### src/rtl/cpu_pkg.sv
// Shared CPU definitions: sequencer state encoding and register-file PC source select codes.
package cpu_pkg;

    // Sequencer states. The encoding is visible on state_o for debug.
    typedef enum logic [2:0] {
        IDLE       = 3'd0,
        LOAD_START = 3'd1,
        FETCH      = 3'd2,
        DECODE     = 3'd3,
        EXECUTE    = 3'd4,
        PC_UPDATE  = 3'd5,
        HALTED     = 3'd6
    } pc_state_t;

    // PC source select. The register file decodes these same values.
    typedef logic [1:0] pc_sel_t;
    localparam pc_sel_t PC_SEL_INC   = 2'b00;
    localparam pc_sel_t PC_SEL_START = 2'b01;
    localparam pc_sel_t PC_SEL_DP    = 2'b11;

    // Width of the fetch wait counter.
    localparam int WAIT_W = 4;

endpackage

### src/rtl/pc_sequencer_wait_counter.sv
// Loadable down-counter; o_done is high while the count is zero.
module wait_counter #(
    parameter int W = 4
) (
    input  logic         i_clk,
    input  logic         i_rst_n,
    input  logic         i_load,
    input  logic [W-1:0] i_load_val,
    input  logic         i_dec,
    output logic         o_done
);

    logic [W-1:0] r_cnt;

    // Load takes priority; decrement saturates at zero.
    always_ff @(posedge i_clk) begin
        if (!i_rst_n) begin
            r_cnt <= '0;
        end else if (i_load) begin
            r_cnt <= i_load_val;
        end else if (i_dec && (r_cnt != '0)) begin
            r_cnt <= r_cnt - W'(1);
        end
    end

    assign o_done = (r_cnt == '0);

endmodule

### src/rtl/pc_sequencer.sv
// Instruction-cycle controller: steps each instruction through fetch, decode,
// execute and PC update, drives the register-file PC controls and phase
// enables, and counts retired instructions.
module pc_sequencer
    import cpu_pkg::*;
#(
    parameter int FETCH_WAIT = 2,
    parameter int CNT_W      = 16
) (
    input  logic             clk,
    input  logic             rst_n,
    input  logic             start,
    input  logic             halt_req,
    input  logic             exec_busy,
    input  logic             branch_taken,
    output logic             load_pc,
    output logic [1:0]       sel_pc,
    output logic             en_ir,
    output logic             en_exec,
    output logic             running,
    output logic [2:0]       state_o,
    output logic [CNT_W-1:0] retired
);

    // Counter preload so that FETCH lasts exactly FETCH_WAIT cycles:
    // done is seen on the cycle the count reaches zero.
    localparam logic [WAIT_W-1:0] WAIT_LOAD = WAIT_W'(FETCH_WAIT - 1);

    pc_state_t        r_state;
    logic             r_branch_q;
    logic [CNT_W-1:0] r_retired;

    logic w_wc_load;
    logic w_wc_dec;
    logic w_wc_done;

    // Keep the counter primed outside FETCH so it is ready on entry.
    assign w_wc_load = (r_state != FETCH);
    assign w_wc_dec  = (r_state == FETCH);

    wait_counter #(
        .W (WAIT_W)
    ) u_wait (
        .i_clk      (clk),
        .i_rst_n    (rst_n),
        .i_load     (w_wc_load),
        .i_load_val (WAIT_LOAD),
        .i_dec      (w_wc_dec),
        .o_done     (w_wc_done)
    );

    // Main sequencing FSM with branch capture and retired-instruction count.
    always_ff @(posedge clk) begin
        if (!rst_n) begin
            r_state    <= IDLE;
            r_branch_q <= 1'b0;
            r_retired  <= '0;
        end else begin
            case (r_state)
                IDLE, HALTED: begin
                    if (start) r_state <= LOAD_START;
                end
                LOAD_START: begin
                    r_retired <= '0;
                    r_state   <= FETCH;
                end
                FETCH: begin
                    if (w_wc_done) r_state <= DECODE;
                end
                DECODE: begin
                    r_state <= EXECUTE;
                end
                EXECUTE: begin
                    // branch_taken only matters on the exit cycle.
                    if (!exec_busy) begin
                        r_branch_q <= branch_taken;
                        r_state    <= PC_UPDATE;
                    end
                end
                PC_UPDATE: begin
                    r_retired <= r_retired + CNT_W'(1);
                    r_state   <= halt_req ? HALTED : FETCH;
                end
                default: begin
                    r_state <= IDLE;
                end
            endcase
        end
    end

    // Outputs are pure decodes of registered state; no input reaches them.
    assign load_pc = (r_state == LOAD_START) || (r_state == PC_UPDATE);
    assign sel_pc  = (r_state == LOAD_START)               ? PC_SEL_START :
                     ((r_state == PC_UPDATE) && r_branch_q) ? PC_SEL_DP    :
                                                              PC_SEL_INC;
    assign en_ir   = (r_state == FETCH) && w_wc_done;
    assign en_exec = (r_state == EXECUTE);
    assign running = (r_state != IDLE) && (r_state != HALTED);
    assign state_o = r_state;
    assign retired = r_retired;

endmodule
### config.mk
export PLATFORM = sky130hd
export DESIGN_NAME = pc_sequencer
export DESIGN_NICKNAME = d
export VERILOG_FILES = /design/src/rtl/cpu_pkg.sv /design/src/rtl/pc_sequencer_wait_counter.sv /design/src/rtl/pc_sequencer.sv
export SDC_FILE = /design/constraint.sdc
export NUM_CORES = 1
export LEC_CHECK = 0
export CAP_MARGIN = 20
export CORE_MARGIN = 2
export CORE_UTILIZATION = 40
export DETAILED_ROUTE_END_ITERATION = 12
export PLACE_DENSITY = 0.79
export SLEW_MARGIN = 20
export SYNTH_ARGS = -nofsm -noshare
export SYNTH_HDL_FRONTEND = slang
export SYNTH_SLANG_ARGS = --single-unit
export TNS_END_PERCENT = 5
### constraint.sdc
create_clock -name clk -period 1.5 [get_ports clk]
set_clock_uncertainty 0.05 [all_clocks]
set_input_delay 0.225 -clock clk [delete_from_list [all_inputs] [get_ports clk]]
set_output_delay 0.225 -clock clk [all_outputs]
set_load 0.1 [all_outputs]
==> results.json <==
{
  "status": "complete, but fails checks",
  "failed_checks": "negative setup slack",
  "antenna_found_initial": 0,
  "die_x_um": 58.54,
  "grt_pass1_vias": 1183,
  "synth.avg_cell_area_um2": 8.749,
  "synth_area_leader_cell": "dfxtp_1",
  "htreeDepth": 1,
  "p_leak_nw": 0.7466,
  "synth_top_area_share_pct": 40.38,
  "synth_area_leaders": "dfxtp_1 40%, xor2_1 5.9%, nor2_1 4.4%",
  "cts_sinks": 24,
  "worstPathMaxFanout": 2,
  "cp.arrival_ps": 1580,
  "crit_type": "reg2out",
  "power_frac_comb_pct": 33.0,
  "wirelength_um": 2868,
  "clk_pin_slew_worst_paths_ps": 120,
  "io_pins": 31,
  "cap_violations": 0,
  "internal_power_mw": 0.9430,
  "dieArea_um2": 3427,
  "use_met2_pct": 35.96,
  "crit_buf_inv": 2,
  "drt-vias-per-instance": 5.404,
  "hold_violations": 0,
  "grt_max_degree": 15,
  "synth_warnings": 0,
  "routedWlPerCell_um": 13.79,
  "root_buffer": "clkbuf_4",
  "placed_cell_area_um2": 1898,
  "gp_congestion": 0.7541,
  "first_pass_iters": 4,
  "crit_path_max_incr_delay_ps": 400,
  "finish.instance_area_um2": 2012,
  "cts_hold_buf": 0,
  "cts_tree": "yes",
  "cp_slowest_cell": "or3b_4",
  "rows": 19,
  "p_sw_mw": 0.4773,
  "p_clk_share_pct": 20.1,
  "grt_use_total_pct": 18.75,
  "cts_made_buffers": 3,
  "pwr-share-seq_pct": 46.9,
  "drc": 0,
  "reg2reg_depth": 7,
  "start_kind": "flip-flop",
  "placed_cells": 202,
  "ys_async_sr_fraction_pct": 0,
  "critical_path.top_delay_family": "simple AND/OR/NAND/NOR gates",
  "grt.met1_usage_pct": 19.89,
  "syn_to_final_growth_pct": 69.09,
  "grt_pass1_wl_um": 5037,
  "diodes": 0,
  "finalCritPeriodShare_pct": 124.0,
  "fin_ws_ps": -359.8,
  "hold_path.class": "in2reg",
  "tightest_slew_ps": 373.6,
  "required_ps": 1220,
  "grt.busiest_layer": "met2",
  "clk_path_buf_depth": 2,
  "slew_headroom_pct": 74.74,
  "numPortBuffers": 30,
  "setup_violations": 9,
  "worst-path-stages": 5,
  "finalMaxSlewViolations": 0,
  "ys_seq_area_share_pct": 40.38,
  "clock_latency_ps": 310,
  "fmax_mhz": 537.7,
  "synth-seq-cells": 24,
  "hpwl_um": 2183,
  "rsz0062_at_grt": "yes",
  "drt_iter0_drc": 28,
  "nNetsFinal": 186,
  "instances_no_fill": 208,
  "cellPowerDensity_nw_per_um2": 706.0,
  "period_needed_ps": 1860,
  "synthCells": 136,
  "synth_edf_count": 0,
  "synthesis.nets": 144,
  "grt-ovfl-total": 0,
  "cp-end-kind": "output port",
  "core_area_um2": 2781,
  "synth_area_um2": 1190,
  "irDropWorstVdd_mv": 0.8199,
  "hold_depth": 3,
  "finalPower_mw": 1.420,
  "antenna_left": 0,
  "dominantRegCellSynth": "dfxtp_1",
  "crit_chain": "inv_2, ha_4, or3b_4, nor2b_4, buf_12",
  "fp.dieH_um": 58.54,
  "vias": 1124,
  "ys_types": 38,
  "switching_share_pct": 33.61,
  "start_util_pct": 42.78,
  "grtUsageMet3_pct": 3.297,
  "drive_gt1_share_pct": 46.33
}
cell type report:
type / count / area (um^2)
sequential: 24 / 510.5
timing repair buffer: 45 / 683.2
tap: 31 / 38.79
fill: 191 / 769.5
clock buffer: 4 / 26.28
inverter: 6 / 27.53
multi-input combinational: 98 / 725.7
placed cells by master (no fill, tap or decap), types with 3 or more instances in the layout:
master and instances:
buf_12 26, dfxtp_2 15, nor2_1 13, buf_4 12
xor2_1 8, nand2_1 8, nand4_1 7, a21oi_1 6
dfxtp_1 6, clkdlybuf4s50_1 5, a21boi_0 4, nand3b_1 4
inv_1 3, and3_1 3, xnor2_1 3, nand3_1 3
or3_1 3, clkbuf_4 3, dfxtp_4 3
metal layers:
layer,vias to the layer above,wire [um]
met4,0,59
met3,6,137
li1,555,-
met2,35,1538
met1,528,1133
met5,-,0
worst register-to-register path, delay by kind of cell, from the launching register on:
family | cells | cell delay (ps)
buf+inv | 3 | 370
fa+ha+maj | 1 | 130
simple gates | 1 | 400
compound gates | 1 | 150
flops | 1 | 350
xor+xnor | 1 | 130
per-stage QoR:
step / setup TNS, ps / hold WS (ps) / worst slack, ps / utilization, %
CTS: -1031 / 466.9 / -359.6 / 72.02
floorplan: -3296 / 303.2 / -404.4 / -
detailed placement: -435.3 / 453.6 / -158.1 / 68.24
global placement: -56.59 / 429.9 / -56.59 / 68.24
global route: -1599 / 461.4 / -437.5 / 72.33
finish: -1008 / 469.1 / -359.8 / 72.33
cells by family (layout without fill, tap and decap cells):
family | count (synthesis) | after routing | synth area share (%)
simple gates | 62 | 62 | 30.39
flops | 24 | 24 | 40.38
compound gates | 20 | 20 | 10.73
buf+inv | 14 | 55 | 5.993
xor+xnor | 13 | 13 | 9.569
fa+ha+maj | 2 | 2 | 2.103
mux | 1 | 1 | 0.8413
worst paths after layout:
check / startpoint / end / slack [ps]
worst max-delay path: u_wait.r_cnt[0]$_SDFFE_PN0P_ / en_ir / -360
worst min-delay path: branch_taken / r_branch_q$_SDFFE_PN0P_ / 470
worst max register to register: u_wait.r_cnt[0]$_SDFFE_PN0P_ / u_wait.r_cnt[0]$_SDFFE_PN0P_ / -150
worst min register to register: retired[1]$_SDFFE_PN0P_ / retired[1]$_SDFFE_PN0P_ / 470
power groups by stage:
stage | Combinational (mW) | Sequential, mW | Clock (mW)
2_1_floorplan | 0.227 | 0.721 | 0
3_3_place_gp | 0.418 | 0.674 | 0
3_5_place_dp | 0.428 | 0.674 | 0
4_1_cts | 0.466 | 0.665 | 0.293
5_1_grt | 0.491 | 0.669 | 0.323
6_report | 0.469 | 0.666 | 0.285
flip-flops by register name, summed over array words and instances (netlist names):
signal / flops
r_branch_q: 1
u_wait.r_cnt: 4
state_o: 3
retired: 16
cell usage after synthesis (2+ instances only):
cell type and count:
nand2_1 8, nand2b_1 3, buf_2 5, nand3_1 3, and3_1 4, nand3b_1 4
nand4_1 7, xor2_1 8, nor2b_1 3, or3_1 3, nor3b_1 3, inv_1 5
dfxtp_1 24, a21boi_0 5, o21ai_1 2, a21oi_1 7, o21ai_0 2, and4_1 2
xnor2_1 5, ha_1 2, nor2_1 14
what timing repair did:
action                                  4_1_cts  5_1_grt
endpoints found under the setup margin       10       14
gates cloned                                  0        0
resized for setup                            17        3
setup buffers                                 2        0
endpoints found under the hold margin         0        0
pin swaps                                     4        2
Note: power is estimated with default switching activity, not from simulation.
